[src/rtl/fetch_queue_pkg.sv]
// Shared types and constants for the instruction prefetch buffer.
package fetch_queue_pkg;

    localparam int XLEN = 32;
    localparam int ILEN = 32;

    localparam logic [XLEN-1:0] FETCH_RESET_PC = 32'h0000_0000;

    // One buffered fetch result: the address it came from and the word returned.
    typedef struct packed {
        logic [XLEN-1:0] pc;
        logic [ILEN-1:0] instr;
    } fetch_entry_t;

endpackage

[src/rtl/sync_fifo.sv]
// Synchronous FIFO with flush; storage for buffered fetch entries.
// Reads are combinational from the head slot and return zero when empty.
module sync_fifo #(
    parameter int WIDTH = 8,
    parameter int DEPTH = 4,
    localparam int PTR_W = $clog2(DEPTH),
    localparam int CNT_W = PTR_W + 1
) (
    input  logic             clk,
    input  logic             rst_n,
    input  logic             flush_i,
    input  logic             push_i,
    input  logic [WIDTH-1:0] wdata_i,
    input  logic             pop_i,
    output logic [WIDTH-1:0] rdata_o,
    output logic [CNT_W-1:0] count_o,
    output logic             full_o,
    output logic             empty_o
);

    logic [WIDTH-1:0] mem_q [DEPTH];
    logic [PTR_W-1:0] wr_ptr_q;
    logic [PTR_W-1:0] rd_ptr_q;
    logic [CNT_W-1:0] count_q;
    logic [CNT_W-1:0] count_d;
    logic             do_push;
    logic             do_pop;

    assign full_o  = (count_q == CNT_W'(DEPTH));
    assign empty_o = (count_q == '0);
    assign count_o = count_q;

    // A push into a full FIFO is accepted only when the head leaves in the same cycle.
    assign do_push = push_i && (!full_o || pop_i);
    assign do_pop  = pop_i && !empty_o;

    // Next occupancy from the accepted push/pop pair.
    always_comb begin
        // NOTE: every signal written here gets a default first so no latch is inferred.
        count_d = count_q;
        case ({do_push, do_pop})
            2'b10:   count_d = count_q + 1'b1;
            2'b01:   count_d = count_q - 1'b1;
            default: count_d = count_q;
        endcase
    end

    // Pointer and count registers; pointers wrap naturally because DEPTH is a power of two.
    always_ff @(posedge clk or negedge rst_n) begin
        // NOTE: sequential state uses non-blocking assignments so all registers update together.
        if (!rst_n) begin
            wr_ptr_q <= '0;
            rd_ptr_q <= '0;
            count_q  <= '0;
        end else if (flush_i) begin
            wr_ptr_q <= '0;
            rd_ptr_q <= '0;
            count_q  <= '0;
        end else begin
            if (do_push) wr_ptr_q <= wr_ptr_q + 1'b1;
            if (do_pop)  rd_ptr_q <= rd_ptr_q + 1'b1;
            count_q <= count_d;
        end
    end

    // Entry storage write port.
    always_ff @(posedge clk) begin
        // NOTE: the storage array has no reset; stale slots are never visible because reads are masked when empty.
        if (do_push && !flush_i) mem_q[wr_ptr_q] <= wdata_i;
    end

    assign rdata_o = empty_o ? '0 : mem_q[rd_ptr_q];

endmodule

[src/rtl/fetch_queue.sv]
// Instruction prefetch buffer between instruction memory and decode.
// Issues sequential fetches, reserves buffer space at issue time so every
// response has a slot, and discards responses that belong to a redirected stream.
module fetch_queue #(
    parameter int               XLEN            = fetch_queue_pkg::XLEN,
    parameter int               DEPTH           = 4,
    parameter int               MAX_OUTSTANDING = 2,
    parameter logic [XLEN-1:0]  RESET_PC        = fetch_queue_pkg::FETCH_RESET_PC
) (
    input  logic                     clk,
    input  logic                     rst_n,
    output logic                     imem_req_valid,
    input  logic                     imem_req_ready,
    output logic [XLEN-1:0]          imem_req_addr,
    input  logic                     imem_rsp_valid,
    input  logic [31:0]              imem_rsp_data,
    input  logic                     redirect_valid,
    input  logic [XLEN-1:0]          redirect_pc,
    output logic                     dec_valid,
    input  logic                     dec_ready,
    output logic [XLEN-1:0]          dec_pc,
    output logic [31:0]              dec_instr,
    output logic [$clog2(DEPTH):0]   occupancy
);

    import fetch_queue_pkg::*;

    localparam int CNT_W = $clog2(DEPTH) + 1;
    localparam int OUT_W = $clog2(MAX_OUTSTANDING + 1);
    localparam int SUM_W = CNT_W + 1;

    logic [XLEN-1:0]  fetch_pc_q, fetch_pc_d;
    logic [XLEN-1:0]  rsp_pc_q, rsp_pc_d;
    logic [OUT_W-1:0] outstanding_q, outstanding_d;
    logic [OUT_W-1:0] drop_q, drop_d;

    logic             fifo_flush;
    logic             fifo_push;
    logic             fifo_pop;
    logic             fifo_full;
    logic             fifo_empty;
    logic [CNT_W-1:0] fifo_count;
    fetch_entry_t     rsp_entry;
    fetch_entry_t     head_entry;

    logic [SUM_W-1:0] reserved;
    logic [XLEN-1:0]  redirect_target;
    logic             req_fire;
    logic             rsp_ok;

    // Slots already spoken for: buffered entries plus requests whose data will be kept.
    assign reserved = SUM_W'(fifo_count) + SUM_W'(outstanding_q) - SUM_W'(drop_q);

    assign imem_req_valid = rst_n && !redirect_valid
                          && (reserved < SUM_W'(DEPTH))
                          && (outstanding_q < OUT_W'(MAX_OUTSTANDING));
    assign imem_req_addr  = fetch_pc_q;
    assign req_fire       = imem_req_valid && imem_req_ready;

    // A response with nothing outstanding is stray and must not disturb the counters.
    assign rsp_ok = imem_rsp_valid && (outstanding_q != '0);

    assign redirect_target = {redirect_pc[XLEN-1:2], 2'b00};

    assign rsp_entry = '{pc: rsp_pc_q, instr: imem_rsp_data};

    assign dec_valid = !fifo_empty && !redirect_valid;
    assign dec_pc    = head_entry.pc;
    assign dec_instr = head_entry.instr;
    assign fifo_pop  = dec_valid && dec_ready;
    assign occupancy = fifo_count;

    // Next-state for fetch/response pointers and the outstanding/drop counters; redirect wins.
    always_comb begin
        fetch_pc_d    = fetch_pc_q;
        rsp_pc_d      = rsp_pc_q;
        outstanding_d = outstanding_q;
        drop_d        = drop_q;
        fifo_flush    = 1'b0;
        fifo_push     = 1'b0;

        if (redirect_valid) begin
            // Everything still in flight after this cycle belongs to the old stream.
            fifo_flush    = 1'b1;
            fetch_pc_d    = redirect_target;
            rsp_pc_d      = redirect_target;
            outstanding_d = outstanding_q - OUT_W'(rsp_ok);
            drop_d        = outstanding_q - OUT_W'(rsp_ok);
        end else begin
            if (req_fire) fetch_pc_d = fetch_pc_q + XLEN'(4);

            case ({req_fire, rsp_ok})
                2'b10:   outstanding_d = outstanding_q + 1'b1;
                2'b01:   outstanding_d = outstanding_q - 1'b1;
                default: outstanding_d = outstanding_q;
            endcase

            if (rsp_ok) begin
                if (drop_q != '0) begin
                    drop_d = drop_q - 1'b1;
                end else begin
                    fifo_push = 1'b1;
                    rsp_pc_d  = rsp_pc_q + XLEN'(4);
                end
            end
        end
    end

    // Fetch-side state registers.
    always_ff @(posedge clk or negedge rst_n) begin
        if (!rst_n) begin
            fetch_pc_q    <= RESET_PC;
            rsp_pc_q      <= RESET_PC;
            outstanding_q <= '0;
            drop_q        <= '0;
        end else begin
            fetch_pc_q    <= fetch_pc_d;
            rsp_pc_q      <= rsp_pc_d;
            outstanding_q <= outstanding_d;
            drop_q        <= drop_d;
        end
    end

    sync_fifo #(
        .WIDTH ($bits(fetch_entry_t)),
        .DEPTH (DEPTH)
    ) u_entries (
        .clk     (clk),
        .rst_n   (rst_n),
        .flush_i (fifo_flush),
        .push_i  (fifo_push),
        .wdata_i (rsp_entry),
        .pop_i   (fifo_pop),
        .rdata_o (head_entry),
        .count_o (fifo_count),
        .full_o  (fifo_full),
        .empty_o (fifo_empty)
    );

    // Memory must never answer a request that was not made.
    a_rsp_has_outstanding: assert property (
        @(posedge clk) disable iff (!rst_n) imem_rsp_valid |-> (outstanding_q != '0));

    // Issue-time reservation guarantees a kept response always finds a free slot.
    a_no_push_when_full: assert property (
        @(posedge clk) disable iff (!rst_n) fifo_push |-> !fifo_full);

endmodule

[config.mk]
export PLATFORM = sky130hd
export DESIGN_NAME = fetch_queue
export DESIGN_NICKNAME = d
export VERILOG_FILES = /design/src/rtl/fetch_queue_pkg.sv /design/src/rtl/sync_fifo.sv /design/src/rtl/fetch_queue.sv
export SDC_FILE = /design/constraint.sdc
export NUM_CORES = 1
export LEC_CHECK = 0
export ABC_CLOCK_PERIOD_IN_PS = 4100
export CAP_MARGIN = 20
export CORE_ASPECT_RATIO = 0.9
export CORE_UTILIZATION = 40
export CTS_BUF_LIST = sky130_fd_sc_hd__clkbuf_8
export DETAILED_ROUTE_END_ITERATION = 7
export PLACE_DENSITY = 0.58
export SETUP_SLACK_MARGIN = 0.4
export SYNTH_ARGS = -nofsm -noshare
export SYNTH_HDL_FRONTEND = slang
export SYNTH_SLANG_ARGS = --single-unit
export TNS_END_PERCENT = 20
[constraint.sdc]
create_clock -name clk -period 4.1 [get_ports clk]
set_input_delay 0.41 -clock clk [delete_from_list [all_inputs] [get_ports clk]]
set_output_delay 0.41 -clock clk [all_outputs]
set_load 0.005 [all_outputs]
==> results.sh, run 1 <==
export IMPL_start_util_pct=40.80
export IMPL_synth_edff_count=248
export IMPL_slew_viol_final=0
export IMPL_max_vdd_ir_drop_mv=0.2634
export IMPL_yosysSeqAreaShare_pct=66.27
export IMPL_htreeDepth=2
export IMPL_crit_required_ns=3.69
export IMPL_drive_above_1_share_pct=19.65
export IMPL_synth_cell_type_count=62
export IMPL_antenna_found_initial=0
export IMPL_cts_buffer_depth=3
export IMPL_setup_viol_count_final=0
export IMPL_syn_area_sq_um=13920
export IMPL_min_period_ns=3.506
export IMPL_cts_root_buf="clkbuf_8"
export IMPL_grt_usage_pct=17.52
export IMPL_grt_remaining_overflow=0
export IMPL_finalCritPeriodShare_pct=85.52
export IMPL_fin_nets=1125
export IMPL_yosysMostFrequentCell="edfxtp_1"
export IMPL_synth_avg_cell_area_sq_um=16.49
export IMPL_p_leak_uw=0.005685
export IMPL_dp_hpwl_um=18300
export IMPL_p_clk_share_pct=28.0
export IMPL_async_flop_share_pct=22.26
export IMPL_netSwitchingFraction_pct=28.62
export IMPL_dr_pass1_iters=4
export IMPL_intPower_uw=6269
export IMPL_finish_utilization_pct=50.17
export IMPL_worstPathArrival_ns=3.10
export IMPL_slew_headroom_pct=45.11
export IMPL_core_region_area_sq_um=34110
export IMPL_antenna_cells=0
export IMPL_crit_path_start="outstanding_q[1]"
export IMPL_yosys_register_bits=319
export IMPL_area_growth_pct=22.94
export IMPL_vias=7852
export IMPL_viasPerCell=5.079
export IMPL_ios=171
export IMPL_wl_per_cell_um=19.63
export IMPL_routabilityCongestion=0.8364
export IMPL_synth_area_top_cells="edfxtp_1, dfrtp_1, mux4_2, nor2b_1, mux2_2"
export IMPL_grt_pass1_vias=8226
export IMPL_grt_pass1_wl_um=47150
export IMPL_drcViolationCount=0
export IMPL_status="complete, no violations"
export IMPL_final_setup_tns_ns=0
export IMPL_worstRegToRegCells=9
export IMPL_cts_tree="done"
export IMPL_grt_max_degree=65
export IMPL_worst_pin_slew_ns=0.8234
export IMPL_numClockSinks=319
export IMPL_drt_wl_total_um=30350
export IMPL_seqPwrFrac_pct=45.3
export IMPL_setup_worst_path_class="reg -> out"
export IMPL_port_buffers=164
export IMPL_netlist_top_cells_count="edfxtp_1, dfrtp_1, nor2b_1"
export IMPL_die_w_um=198.6
export IMPL_num_rows=64
export IMPL_cap_violations=0
export IMPL_reg2reg_to="imem_req_addr[16]"
export IMPL_clk_pin_slew_ns=0.06
export IMPL_finalHoldViolCount=0
export IMPL_power_density_nw_per_um2=513.2
export IMPL_synth_top_area_share_pct=53.50
export IMPL_drt_iter0_drc=445
export IMPL_r2r_slack_ns=0.72
export IMPL_numCtsBuffers=53
export IMPL_setup_ws_ns=0.5938
export IMPL_worstHoldPathType="in -> async"
export IMPL_rsz0062_at_grt="no"
export IMPL_pwr_share_comb_pct=26.8
export IMPL_clock_skew_ns=0.01623
export IMPL_ant_nets=0
export IMPL_insertion_delay_ns=0.59
export IMPL_die_y_um=179.0
export IMPL_r2r_start="outstanding_q[1]"
export IMPL_end_kind="primary output"
export IMPL_crit_fanout=9
export IMPL_synthCells=844
export IMPL_die_area_sq_um=35550
export IMPL_fmax_mhz=285.2
export IMPL_critPathLaunchType="flop"
export IMPL_pre_cts_ws_ns=0.5861
export IMPL_p_sw_uw=2514
export IMPL_yosysWarnings=0
export IMPL_synth_top_flop_cell="edfxtp_1"
export IMPL_synth_area_leader_cell="edfxtp_1"
[timing repair]
item,CTS,global route
gates resized for setup,0,2
hold buffers,1,0
buffers inserted,0,2
endpoints found under the hold margin,11,0
setup endpoints to repair,0,1
[state kept, by name, indices dropped and copies added, names as in the netlist]
signal / cells
u_entries.count_o: 3
imem_req_addr: 30
u_entries.rd_ptr_q: 2
u_entries.mem_q: 248
drop_q: 2
outstanding_q: 2
u_entries.wr_ptr_q: 2
rsp_pc_q: 30
[worst max-delay path by stage]
stage	slack, ns	cells after the start	endpoint
after global placement	0.59	9	imem_req_addr[16]
after detailed placement	0.59	9	imem_req_addr[12]
after floorplan	0.74	5	u_entries.mem_q[0][0]
after CTS	0.41	8	imem_req_valid
after global routing	0.42	8	imem_req_valid
final	0.59	8	imem_req_valid
[stage by stage]
stage	total power [uW]	area, sq um	instances	hold slack (ns)
5_1_grt	9290	17110	1546	0.2748
6_report	8783	17110	1546	0.2646
2_1_floorplan	5288	13930	847	0.1144
3_5_place_dp	6452	16160	1446	0.3622
4_1_cts	8957	17100	1544	0.2364
3_3_place_gp	6427	16160	1446	0.3536
[layout make-up]
cell class / instances / area (sq um)
flip-flops and latches: 319 / 9231
clock buffers: 53 / 729.5
multi-input cells: 463 / 4410
repair buffers: 184 / 1889
clock inverters: 44 / 195.2
fillers: 2974 / 17000
inverters: 21 / 78.83
well taps: 462 / 578.1
[cells by family after synthesis]
kind of cell | share of synthesized area [%]
xor+xnor | 3.146
simple gates | 9.088
other cells | 0.02694
buf+inv | 2.247
compound gates | 4.584
flops | 66.27
fa+ha+maj | 1.276
mux | 13.37
[layer usage]
layer	share of wire (%)	global-route usage (%)	vias up	routed length (um)
met2	46	27.43	229	13840
met3	6.4	3.687	52	1942
met5	0	0	-	0
met4	2.2	5.897	0	674
li1	-	-	3678	-
met1	46	24.31	3893	13890
[worst max-delay path: stages, from the launching register on]
cell	delay, ns
dfrtp_2	0.45
inv_1	0.08
fa_1	0.51
inv_1	0.04
ha_1	0.27
and3b_4	0.19
o41ai_1	0.28
and3_1	0.20
clkdlybuf4s50_1	0.51
[placed cells by master, fill, tap and decap left out, drive strengths merged, types with 3 or more instances in the layout]
master	count
clkdlybuf4s50	163
o31ai	3
inv	39
xor2	22
nand3	23
conb	4
nand4	18
a21oi	12
xnor2	28
mux2	35
clkinv	23
mux4	62
and2	7
ha	11
o21ai	12
buf	20
or3	5
clkinvlp	3
nand2b	3
a31oi	9
o31a	4
nor3	17
dfrtp	71
nor2b	66
edfxtp	248
mux2i	7
nor3b	4
nand2	21
and3	13
nor2	24
a211oi	6
clkbuf	53
a2111oi	15
and4	7
[power groups by stage]
stage / Combinational, uW / Clock, uW / Sequential (uW)
CTS: 2420 / 2560 / 3980
global route: 2580 / 2690 / 4020
finish: 2350 / 2460 / 3980
global placement: 2390 / 0 / 4040
detailed placement: 2410 / 0 / 4050
floorplan: 1410 / 0 / 3880
Power figures use the tool's default switching activity.
==> inputs of run 2 (changes only) <==
- PLACE_DENSITY: 0.58 -> 0.57
- SYNTH_HIERARCHICAL: default -> 1
==> results.sh, run 2 <==
export IMPL_die_w_um=201.4
export IMPL_reg2reg_to="imem_req_addr[29]"
export IMPL_cap_violations=0
export IMPL_drt_iter0_drc=379
export IMPL_intPower_uw=5561
export IMPL_grt_pass1_wl_um=51830
export IMPL_die_area_sq_um=36550
export IMPL_p_sw_uw=1853
export IMPL_numCtsBuffers=54
export IMPL_r2r_slack_ns=0.90
export IMPL_crit_required_ns=3.69
export IMPL_synth_avg_cell_area_sq_um=16.36
export IMPL_die_y_um=181.5
export IMPL_netSwitchingFraction_pct=24.99
export IMPL_dp_hpwl_um=21510
export IMPL_crit_chain="inv_1, fa_1, inv_1, ha_1, and3b_4, nor4_1, buf_4, o211a_1, clkdlybuf4s50_1"
export IMPL_fmax_mhz=284.9
export IMPL_routabilityCongestion=0.7778
export IMPL_worst_pin_slew_ns=0.7706
export IMPL_finalHoldViolCount=0
export IMPL_top_register="u_entries/mem_q"
export IMPL_drt_wl_total_um=33050
export IMPL_cts_root_buf="clkbuf_8"
export IMPL_grt_remaining_overflow=0
export IMPL_critPathLaunchType="flop"
export IMPL_cts_tree="done"
export IMPL_dpl_cell_count=1498
export IMPL_setup_worst_path_class="reg -> out"
export IMPL_start_util_pct=40.74
export IMPL_vias=8275
export IMPL_worstPathArrival_ns=3.10
export IMPL_worstHoldPathType="in -> async"
export IMPL_p_clk_share_pct=36.5
export IMPL_insertion_delay_ns=0.59
export IMPL_cp_slowest_cell="fa_1"
export IMPL_crit_fanout=4
export IMPL_cts_buffer_depth=3
export IMPL_area_growth_pct=23.57
export IMPL_port_buffers=166
export IMPL_end_kind="primary output"
export IMPL_final_setup_tns_ns=0
export IMPL_grt_usage_pct=18.58
export IMPL_fin_nets=1170
export IMPL_worstRegToRegCells=10
export IMPL_syn_area_sq_um=14310
export IMPL_largest_reg_flops=256
export IMPL_slew_headroom_pct=48.23
export IMPL_core_region_area_sq_um=35130
export IMPL_dr_pass1_iters=4
export IMPL_power_density_nw_per_um2=419.2
export IMPL_cp_common_cell="inv_1"
export IMPL_p_leak_uw=0.005851
export IMPL_num_rows=65
export IMPL_ant_nets=0
export IMPL_setup_viol_count_final=0
export IMPL_drive_above_1_share_pct=19.34
export IMPL_antenna_cells=0
export IMPL_ios=171
export IMPL_cpPeakStageDelay_ns=0.53
export IMPL_yosysWarnings=6
export IMPL_clk_pin_slew_ns=0.06
export IMPL_seqPwrFrac_pct=52.7
export IMPL_rsz0062_at_grt="no"
export IMPL_max_vdd_ir_drop_mv=0.2532
export IMPL_clock_skew_ns=0.02363
export IMPL_slew_viol_final=0
export IMPL_antenna_found_initial=0
export IMPL_viasPerCell=5.185
export IMPL_r2r_start="u_entries/count_o[1]"
export IMPL_min_period_ns=3.510
export IMPL_grt_max_degree=65
export IMPL_status="complete, no violations"
export IMPL_final_common_cell="edfxtp_1"
export IMPL_pwr_share_comb_pct=10.8
export IMPL_path_buf_inv=4
export IMPL_drcViolationCount=0
export IMPL_finalCritPeriodShare_pct=85.60
export IMPL_htreeDepth=2
export IMPL_fin_cells=1596
export IMPL_synthCells=875
export IMPL_wl_per_cell_um=20.71
export IMPL_numClockSinks=327
export IMPL_mostFrequentLayoutCells="edfxtp_1, clkdlybuf4s50_1, dfrtp_1"
export IMPL_crit_family="adder cells"
export IMPL_grt_pass1_vias=8608
-- run 2: cell types whose count changed in the layout (fill, tap and decap cells not counted), moves of 8 or more --
cell,change
nand2_1,+12
nor4_1,+12
o311ai_0,+9
and3_1,-8
edfxtp_1,+8
nor3_1,-8
o2111ai_1,+8
o211ai_1,+8
-- run 2: cell type report --
class | instances | area, sq um
Tap cell | 469 | 586.8
Clock inverter | 38 | 215.2
Sequential cell | 327 | 9469
Multi-Input combinational cell | 489 | 4542
Clock buffer | 58 | 798.3
Fill cell | 3060 | 17450
Timing Repair Buffer | 194 | 1997
Inverter | 21 | 78.83
-- run 2: what timing repair did --
item	in CTS	in global routing
endpoints found under the hold margin	34	0
gates resized for setup	0	0
setup buffers	0	1
setup endpoints to repair	0	1
hold buffers	1	0
-- run 2: worst max path at each step --
| stage | slack, ns | to | depth (start not counted) | from |
|---|---|---|---|---|
| 2_1_floorplan | 0.39 | u_entries/mem_q[0][0] | 10 | u_entries/count_o[0] |
| 6_report | 0.59 | imem_req_valid | 9 | u_entries/count_o[1] |
| 4_1_cts | 0.47 | imem_req_valid | 9 | u_entries/count_o[1] |
| 5_1_grt | 0.43 | imem_req_valid | 9 | u_entries/count_o[1] |
| 3_5_place_dp | 0.84 | u_entries/mem_q[1][18] | 7 | imem_rsp_valid |
| 3_3_place_gp | 0.86 | u_entries/mem_q[0][27] | 7 | imem_rsp_valid |
-- run 2: worst reg2reg max path: cells and delay by family (launching register included) --
| kind | cells | cell delay, ns |
|---|---|---|
| and+or+nand+nor | 4 | 1.40 |
| adders and majority gates | 2 | 0.81 |
| DFF | 1 | 0.35 |
| buffers and inverters | 3 | 0.28 |
| AOI/OAI and AO/OA | 1 | 0.26 |
-- run 2: power groups by stage --
stage               clock network, uW  logic [uW]  registers (uW)
floorplan                           0         478            3910
global placement                    0         797            3970
detailed placement                  0         804            3970
CTS                              2800         812            3910
global route                     2940         889            3930
finish                           2700         804            3910
-- run 2: through the flow --
stage	hold WS (ns)	util [%]	instance area, sq um	worst slack (ns)	total power (uW)
after global placement	0.4333	47.41	16660	0.8647	4765
after CTS	0.3155	50.32	17680	0.4698	7522
after floorplan	0.1144	-	14350	0.3895	4390
after detailed placement	0.4340	47.41	16660	0.8409	4777
after global routing	0.3649	50.34	17690	0.4271	7757
final	0.3520	50.34	17690	0.5905	7414
-- run 2: metal layers --
layer | GRT usage [%] | vias to the layer above | share of wire [%]
met5 | 0 | - | 0
met4 | 5.879 | 0 | 2.4
met3 | 3.536 | 58 | 4.8
met2 | 28.58 | 231 | 46
met1 | 26.69 | 4138 | 47
li1 | - | 3848 | -
==> inputs of run 3 (changes only) <==
- CAP_MARGIN: 20 -> default
==> results of run 3 <==
Same layout as run 2: the final DEF is identical, and so are final timing and power.
